File: config.mk
export PLATFORM = sky130hd
export DESIGN_NAME = hood_fan_ctrl
export DESIGN_NICKNAME = d
export VERILOG_FILES = /design/src/rtl/hood_pkg.sv /design/src/rtl/hood_mmss_counter.sv /design/src/rtl/hood_fan_ctrl.sv
export SDC_FILE = /design/constraint.sdc
export NUM_CORES = 1
export LEC_CHECK = 0
export ABC_AREA = 1
export BUFFER_PORTS_ARGS = -buffer_cell sky130_fd_sc_hd__buf_2
export CORE_MARGIN = 5
export CORE_UTILIZATION = 45
export DETAILED_ROUTE_END_ITERATION = 6
export GPL_TIMING_DRIVEN = 0
export PLACE_DENSITY = 0.64
export SYNTH_ARGS = -nofsm -noshare
export SYNTH_HDL_FRONTEND = slang
export SYNTH_SLANG_ARGS = --single-unit
File: constraint.sdc
create_clock -name clk -period 5.51 [get_ports clk]
set_clock_uncertainty 0.15 [all_clocks]
set_input_delay 1.102 -clock clk [delete_from_list [all_inputs] [get_ports clk]]
set_output_delay 1.102 -clock clk [all_outputs]
set_load 0.02 [all_outputs]
File: src/rtl/hood_pkg.sv
// Shared types and constants for the range-hood fan controller.
// Holds the state encoding, the BCD mm:ss types and a constant seconds-to-mm:ss helper.
package hood_pkg;

  localparam int DEF_TICK_DIV   = 500;
  localparam int DEF_NUM_LEVELS = 2;
  localparam int DEF_BOOST_SEC  = 60;
  localparam int DEF_CLEAN_MIN  = 10;

  // Controller state encoding
  typedef logic [1:0] state_t;
  localparam logic [1:0] ST_STANDBY = 2'd0;
  localparam logic [1:0] ST_RUN     = 2'd1;
  localparam logic [1:0] ST_BOOST   = 2'd2;

  typedef logic [3:0] bcd_digit_t;

  typedef struct packed {
    bcd_digit_t m1;
    bcd_digit_t m0;
    bcd_digit_t s1;
    bcd_digit_t s0;
  } mmss_t;

  // Only ever evaluated on elaboration constants.
  function automatic mmss_t sec_to_mmss(input int unsigned secs);
    mmss_t       r;
    int unsigned mins;
    int unsigned rem;
    mins = secs / 60;
    rem  = secs % 60;
    r.m1 = bcd_digit_t'(mins / 10);
    r.m0 = bcd_digit_t'(mins % 10);
    r.s1 = bcd_digit_t'(rem / 10);
    r.s0 = bcd_digit_t'(rem % 10);
    return r;
  endfunction

endpackage

File: src/rtl/hood_mmss_counter.sv
// BCD mm:ss counter with clear > load > up > down priority.
// Counting up wraps 99:59 to 00:00; counting down holds at 00:00.
module hood_mmss_counter
  import hood_pkg::*;
(
  input  logic  clk,
  input  logic  rst,
  input  logic  clr,
  input  logic  load,
  input  mmss_t load_val,
  input  logic  up,
  input  logic  down,
  output mmss_t value
);

  mmss_t value_reg;
  mmss_t value_next;
  mmss_t inc_val;
  mmss_t dec_val;

  always_comb begin
    inc_val = value_reg;
    if (value_reg.s0 != 4'd9) begin
      inc_val.s0 = value_reg.s0 + 4'd1;
    end else begin
      inc_val.s0 = 4'd0;
      if (value_reg.s1 != 4'd5) begin
        inc_val.s1 = value_reg.s1 + 4'd1;
      end else begin
        inc_val.s1 = 4'd0;
        if (value_reg.m0 != 4'd9) begin
          inc_val.m0 = value_reg.m0 + 4'd1;
        end else begin
          inc_val.m0 = 4'd0;
          inc_val.m1 = (value_reg.m1 == 4'd9) ? 4'd0 : value_reg.m1 + 4'd1;
        end
      end
    end
  end

  always_comb begin
    dec_val = value_reg;
    if (value_reg == '0) begin
      dec_val = '0;
    end else if (value_reg.s0 != 4'd0) begin
      dec_val.s0 = value_reg.s0 - 4'd1;
    end else begin
      dec_val.s0 = 4'd9;
      if (value_reg.s1 != 4'd0) begin
        dec_val.s1 = value_reg.s1 - 4'd1;
      end else begin
        dec_val.s1 = 4'd5;
        if (value_reg.m0 != 4'd0) begin
          dec_val.m0 = value_reg.m0 - 4'd1;
        end else begin
          dec_val.m0 = 4'd9;
          dec_val.m1 = value_reg.m1 - 4'd1;
        end
      end
    end
  end

  always_comb begin
    value_next = value_reg;
    if (clr) begin
      value_next = '0;
    end else if (load) begin
      value_next = load_val;
    end else if (up) begin
      value_next = inc_val;
    end else if (down) begin
      value_next = dec_val;
    end
  end

  always_ff @(posedge clk) begin
    if (rst) begin
      value_reg <= '0;
    end else begin
      value_reg <= value_next;
    end
  end

  assign value = value_reg;

endmodule

File: src/rtl/hood_fan_ctrl.sv
// Range-hood fan controller: standby/run/boost FSM, one-shot timed boost,
// runtime accumulation with a sticky cleaning reminder and a 4-digit BCD display.
module hood_fan_ctrl
  import hood_pkg::*;
#(
  parameter int TICK_DIV   = DEF_TICK_DIV,
  parameter int NUM_LEVELS = DEF_NUM_LEVELS,
  parameter int BOOST_SEC  = DEF_BOOST_SEC,
  parameter int CLEAN_MIN  = DEF_CLEAN_MIN,
  localparam int LW        = $clog2(NUM_LEVELS + 2)
)
(
  input  logic          clk,
  input  logic          rst,
  input  logic          level_req_valid,
  input  logic [LW-1:0] level_req,
  input  logic          boost_req,
  input  logic          clean_clr,
  output logic [LW-1:0] fan_level,
  output logic          boost_active,
  output logic          boost_avail,
  output logic          disp_sel,
  output logic [15:0]   disp_bcd,
  output logic          clean_alarm,
  output logic          tick
);

  localparam int            PW         = (TICK_DIV > 1) ? $clog2(TICK_DIV) : 1;
  localparam logic [PW-1:0] PRESC_MAX  = PW'(TICK_DIV - 1);
  localparam logic [LW-1:0] LVL_MAX    = LW'(NUM_LEVELS);
  localparam logic [LW-1:0] LVL_BOOST  = LW'(NUM_LEVELS + 1);
  localparam mmss_t         BOOST_VAL  = sec_to_mmss(BOOST_SEC);
  localparam mmss_t         CD_LAST    = sec_to_mmss(1);
  // Runtime value one tick before the minutes reach CLEAN_MIN.
  localparam mmss_t         CLEAN_PRE  = sec_to_mmss(CLEAN_MIN * 60 - 1);

  logic [PW-1:0] presc_reg;
  state_t        state_reg;
  state_t        state_next;
  logic [LW-1:0] level_reg;
  logic [LW-1:0] level_next;
  logic [LW-1:0] fan_level_reg;
  logic [LW-1:0] fan_level_next;
  logic          avail_reg;
  logic          avail_next;
  logic          alarm_reg;

  logic  in_boost;
  logic  cmd_stop;
  logic  cmd_boost;
  logic  cmd_level;
  logic  expire;
  logic  cd_clr;
  logic  cd_load;
  logic  cd_down;
  logic  rt_up;
  mmss_t cd_value;
  mmss_t rt_value;

  assign tick = (presc_reg == PRESC_MAX);

  always_ff @(posedge clk) begin
    if (rst) begin
      presc_reg <= '0;
    end else if (tick) begin
      presc_reg <= '0;
    end else begin
      presc_reg <= presc_reg + 1'b1;
    end
  end

  assign in_boost  = (state_reg == ST_BOOST);
  assign cmd_stop  = level_req_valid && (level_req == '0);
  assign cmd_boost = boost_req && avail_reg && !in_boost;
  assign cmd_level = level_req_valid && (level_req != '0) && (level_req <= LVL_MAX) && !in_boost;
  // Tick effects use the registered state, so a same-cycle command cannot hide them.
  assign expire    = in_boost && tick && (cd_value == CD_LAST);
  assign cd_down   = in_boost && tick;
  assign rt_up     = tick && ((state_reg == ST_RUN) || in_boost);

  always_comb begin
    state_next = state_reg;
    level_next = level_reg;
    avail_next = avail_reg;
    cd_clr     = 1'b0;
    cd_load    = 1'b0;
    if (expire) begin
      state_next = ST_RUN;
      level_next = LVL_MAX;
      cd_clr     = 1'b1;
    end
    if (cmd_stop) begin
      state_next = ST_STANDBY;
      level_next = '0;
      cd_clr     = 1'b1;
    end else if (cmd_boost) begin
      state_next = ST_BOOST;
      avail_next = 1'b0;
      cd_load    = 1'b1;
    end else if (cmd_level) begin
      state_next = ST_RUN;
      level_next = level_req;
    end
  end

  always_comb begin
    fan_level_next = '0;
    case (state_next)
      ST_RUN:   fan_level_next = level_next;
      ST_BOOST: fan_level_next = LVL_BOOST;
      default:  fan_level_next = '0;
    endcase
  end

  always_ff @(posedge clk) begin
    if (rst) begin
      state_reg     <= ST_STANDBY;
      level_reg     <= '0;
      fan_level_reg <= '0;
      avail_reg     <= 1'b1;
    end else begin
      state_reg     <= state_next;
      level_reg     <= level_next;
      fan_level_reg <= fan_level_next;
      avail_reg     <= avail_next;
    end
  end

  always_ff @(posedge clk) begin
    if (rst || clean_clr) begin
      alarm_reg <= 1'b0;
    end else if (rt_up && (rt_value == CLEAN_PRE)) begin
      alarm_reg <= 1'b1;
    end
  end

  hood_mmss_counter u_runtime (
    .clk      (clk),
    .rst      (rst),
    .clr      (clean_clr),
    .load     (1'b0),
    .load_val ('0),
    .up       (rt_up),
    .down     (1'b0),
    .value    (rt_value)
  );

  hood_mmss_counter u_countdown (
    .clk      (clk),
    .rst      (rst),
    .clr      (cd_clr),
    .load     (cd_load),
    .load_val (BOOST_VAL),
    .up       (1'b0),
    .down     (cd_down),
    .value    (cd_value)
  );

  assign fan_level    = fan_level_reg;
  assign boost_active = in_boost;
  assign boost_avail  = avail_reg;
  assign disp_sel     = in_boost;
  assign disp_bcd     = in_boost ? cd_value : rt_value;
  assign clean_alarm  = alarm_reg;

endmodule

==> results.tsv <==
metric	value	unit
status	completed	
p_seq_frac	0.552	
drc	0	
tns	0	ns
p_int	0.000486	W
r2r_start	presc_reg[0]	
grt_pass1_vias	2259	
dr.pass1.iters	4	
cap_violations	0	
yosys.area.top_type	dfxtp_1	
rows	28	
crit_top_cell	clkbuf_1	
area_delta_synth_final	11.7	%
hold_buffers	0	
whs	0.304	ns
cts_setup_buffers	0	
dieArea	7820	um2
final_util	0.520	
dp_hpwl	4.66	mm
period_share	0.620	
core-area	5960	um2
total_power	0.000661	W
drtIter0Drc	139	
hold_path_class	reg2reg	
crit_chain	inv_1 -> ha_1 -> clkbuf_1 -> clkbuf_1 -> nand2_1 -> o21ai_0 -> buf_2	
dp.cells	509	
tightest_slew	0.498	ns
wl_per_cell	11.5	um
crit_path_max_fanout	10	
fillers	641	
p_sw	0.000175	W
report.final.slew_viol_count	0	
ys_async_sr_fraction	0	
slew_headroom	0.668	
required	4.26	ns
fmax	293	MHz
clockPowerShare	0.330	
yosys_warnings	0	
min_period	3.41	ns
yosys-top-cells-count	nand2_1, inv_1, dfxtp_1	
viasPerCell	4.90	
syn_nets	417	
ys.flop_type	dfxtp_1	
overflow	0	
ir_worst_vdd	0.000153	V
critPathKind	reg2out	
diodes	0	
layout-drive-gt1-share	0.170	
grt_max_degree	14	
cts.sinks	49	
p_sw_frac	0.265	
yosysMostFrequentCell	nand2_1	
cts_buffers	5	
p_leak	1.32	nW
p_comb_frac	0.117	
cts_tree	yes	
synth_edf_count	0	
cp_slowest_stage_delay	0.36	ns
wirelength	5.95	mm
synth_top_area_frac	0.354	
htreeDepth	2	
slowest_stage	clkbuf_1	
hold_end	clean_alarm	
endpoint_kind	output pin	
vias	2527	
root_buffer	clkbuf_8	
crit_buf_inv	4	
worstRegToRegCells	12	
finalSetupViolCount	0	
cp-start-kind	register	
rsz0062_at_grt	false	
yosysSeqAreaShare	0.354	
worstSkewPairLatency	0.30	ns
gp_congestion	0.836	
die_w	88.4	um
pwr_density_cell	214	nW/um2
grt_pass1_wl	10.2	mm
antenna_found_initial	0	
clk_pin_slew_worst_paths	0.09	ns
ctsResizeCount	0	
cts_buffer_depth	2	
critical_path_arrival	2.16	ns
r2r_setup_slack	3.10	ns
grt_usage	0.163	
stdcell_count	516	
worstHoldPathCells	2	
synthesis.area	2770	um2
avgSynthCellArea	6.84	um2
hold_violations	0	
fp.dieH	88.4	um
finalNetCount	453	
min_from	clean_alarm	
antenna_left	0	
io_pins	30	
syn_inst	405	
ys_top_cells_by_area	dfxtp_1, nand2_1, inv_1	
r2r-end	fan_level[1]	
crit_family	buffers and inverters	
portBuffers	29	
synth_seq_cells	49	
floorplan.initialDensity	0.465	
yosys.cell_types.count	35	
==> tightest hold or removal path: cells and delay by family (launching register included) <==
kind	cells	cell delay [ns]
flip-flops	1	0.31
buffers and inverters	1	0.04
AO/OA/AOI/OAI	1	0.06
==> worst max path at each step <==
stage | depth (start not counted) | from | slack [ns] | to
final | 7 | state_reg[0] | 2.10 | disp_bcd[7]
after global routing | 6 | state_reg[1] | 1.90 | disp_bcd[4]
after CTS | 7 | state_reg[0] | 2.07 | disp_bcd[4]
after detailed placement | 7 | state_reg[0] | 2.43 | disp_bcd[4]
after global placement | 7 | state_reg[0] | 2.44 | disp_bcd[8]
after floorplan | 5 | state_reg[0] | 2.67 | disp_bcd[10]
==> metal layers <==
layer | vias up | share of wire | global-route usage
met2 | 28 | 0.47 | 0.271
met4 | 0 | 0.011 | 0.0453
met1 | 1137 | 0.49 | 0.218
met5 | - | 0 | 0
met3 | 8 | 0.028 | 0.0298
li1 | 1354 | - | -
==> through the flow <==
step / instance area, um2 / worst slack (ns)
final: 3090 / 2.10
after CTS: 3090 / 2.07
after global placement: 3010 / 2.44
after global routing: 3090 / 1.90
after floorplan: 2770 / 2.67
after detailed placement: 3010 / 2.43
==> final cells by class <==
type                            instances  area [um2]  share of cell area
Multi-Input combinational cell        286        1510               0.489
Clock buffer                            7        86.3              0.0279
Timing Repair Buffer                   29         145              0.0469
Inverter                               64         240              0.0776
Sequential cell                        49         981               0.317
Buffer                                  6        33.8              0.0109
Tap cell                               75        93.8              0.0303
==> placed cells by master, fill, tap and decap left out, types with 2 or more instances in the layout <==
master | Yosys | routed
nor3b_1 | 2 | 2
nand2_2 | 4 | 4
nor3_4 | 2 | 2
a211oi_1 | 2 | 2
nor2_2 | 9 | 9
nand4_1 | 6 | 6
nand2_1 | 96 | 96
nand3_1 | 19 | 19
clkbuf_1 | 4 | 5
clkbuf_8 | 0 | 6
or2_2 | 4 | 4
ha_1 | 5 | 5
nor2_1 | 40 | 40
nand4_2 | 2 | 2
xnor2_1 | 3 | 3
o21ai_0 | 23 | 23
xor2_1 | 7 | 7
nor2_4 | 3 | 3
buf_2 | 0 | 29
nand2_4 | 2 | 2
a21oi_1 | 36 | 36
nand3b_1 | 5 | 5
nor3_1 | 7 | 7
inv_1 | 57 | 57
inv_2 | 7 | 7
dfxtp_1 | 49 | 49
==> logic make-up after synthesis <==
family | share of synthesized area
simple gates | 0.372
buf+inv | 0.0990
compound gates | 0.120
flops | 0.354
xor+xnor | 0.0316
fa+ha+maj | 0.0226
==> power by group through the flow <==
stage,Sequential (W),Combinational [W],Clock [W]
global route,0.000366,0.0000873,0.000241
detailed placement,0.000373,0.0000788,0
CTS,0.000365,0.0000789,0.000227
global placement,0.000373,0.0000774,0
finish,0.000365,0.0000777,0.000218
floorplan,0.000375,0.0000544,0
(Power assumes the default switching activity.)
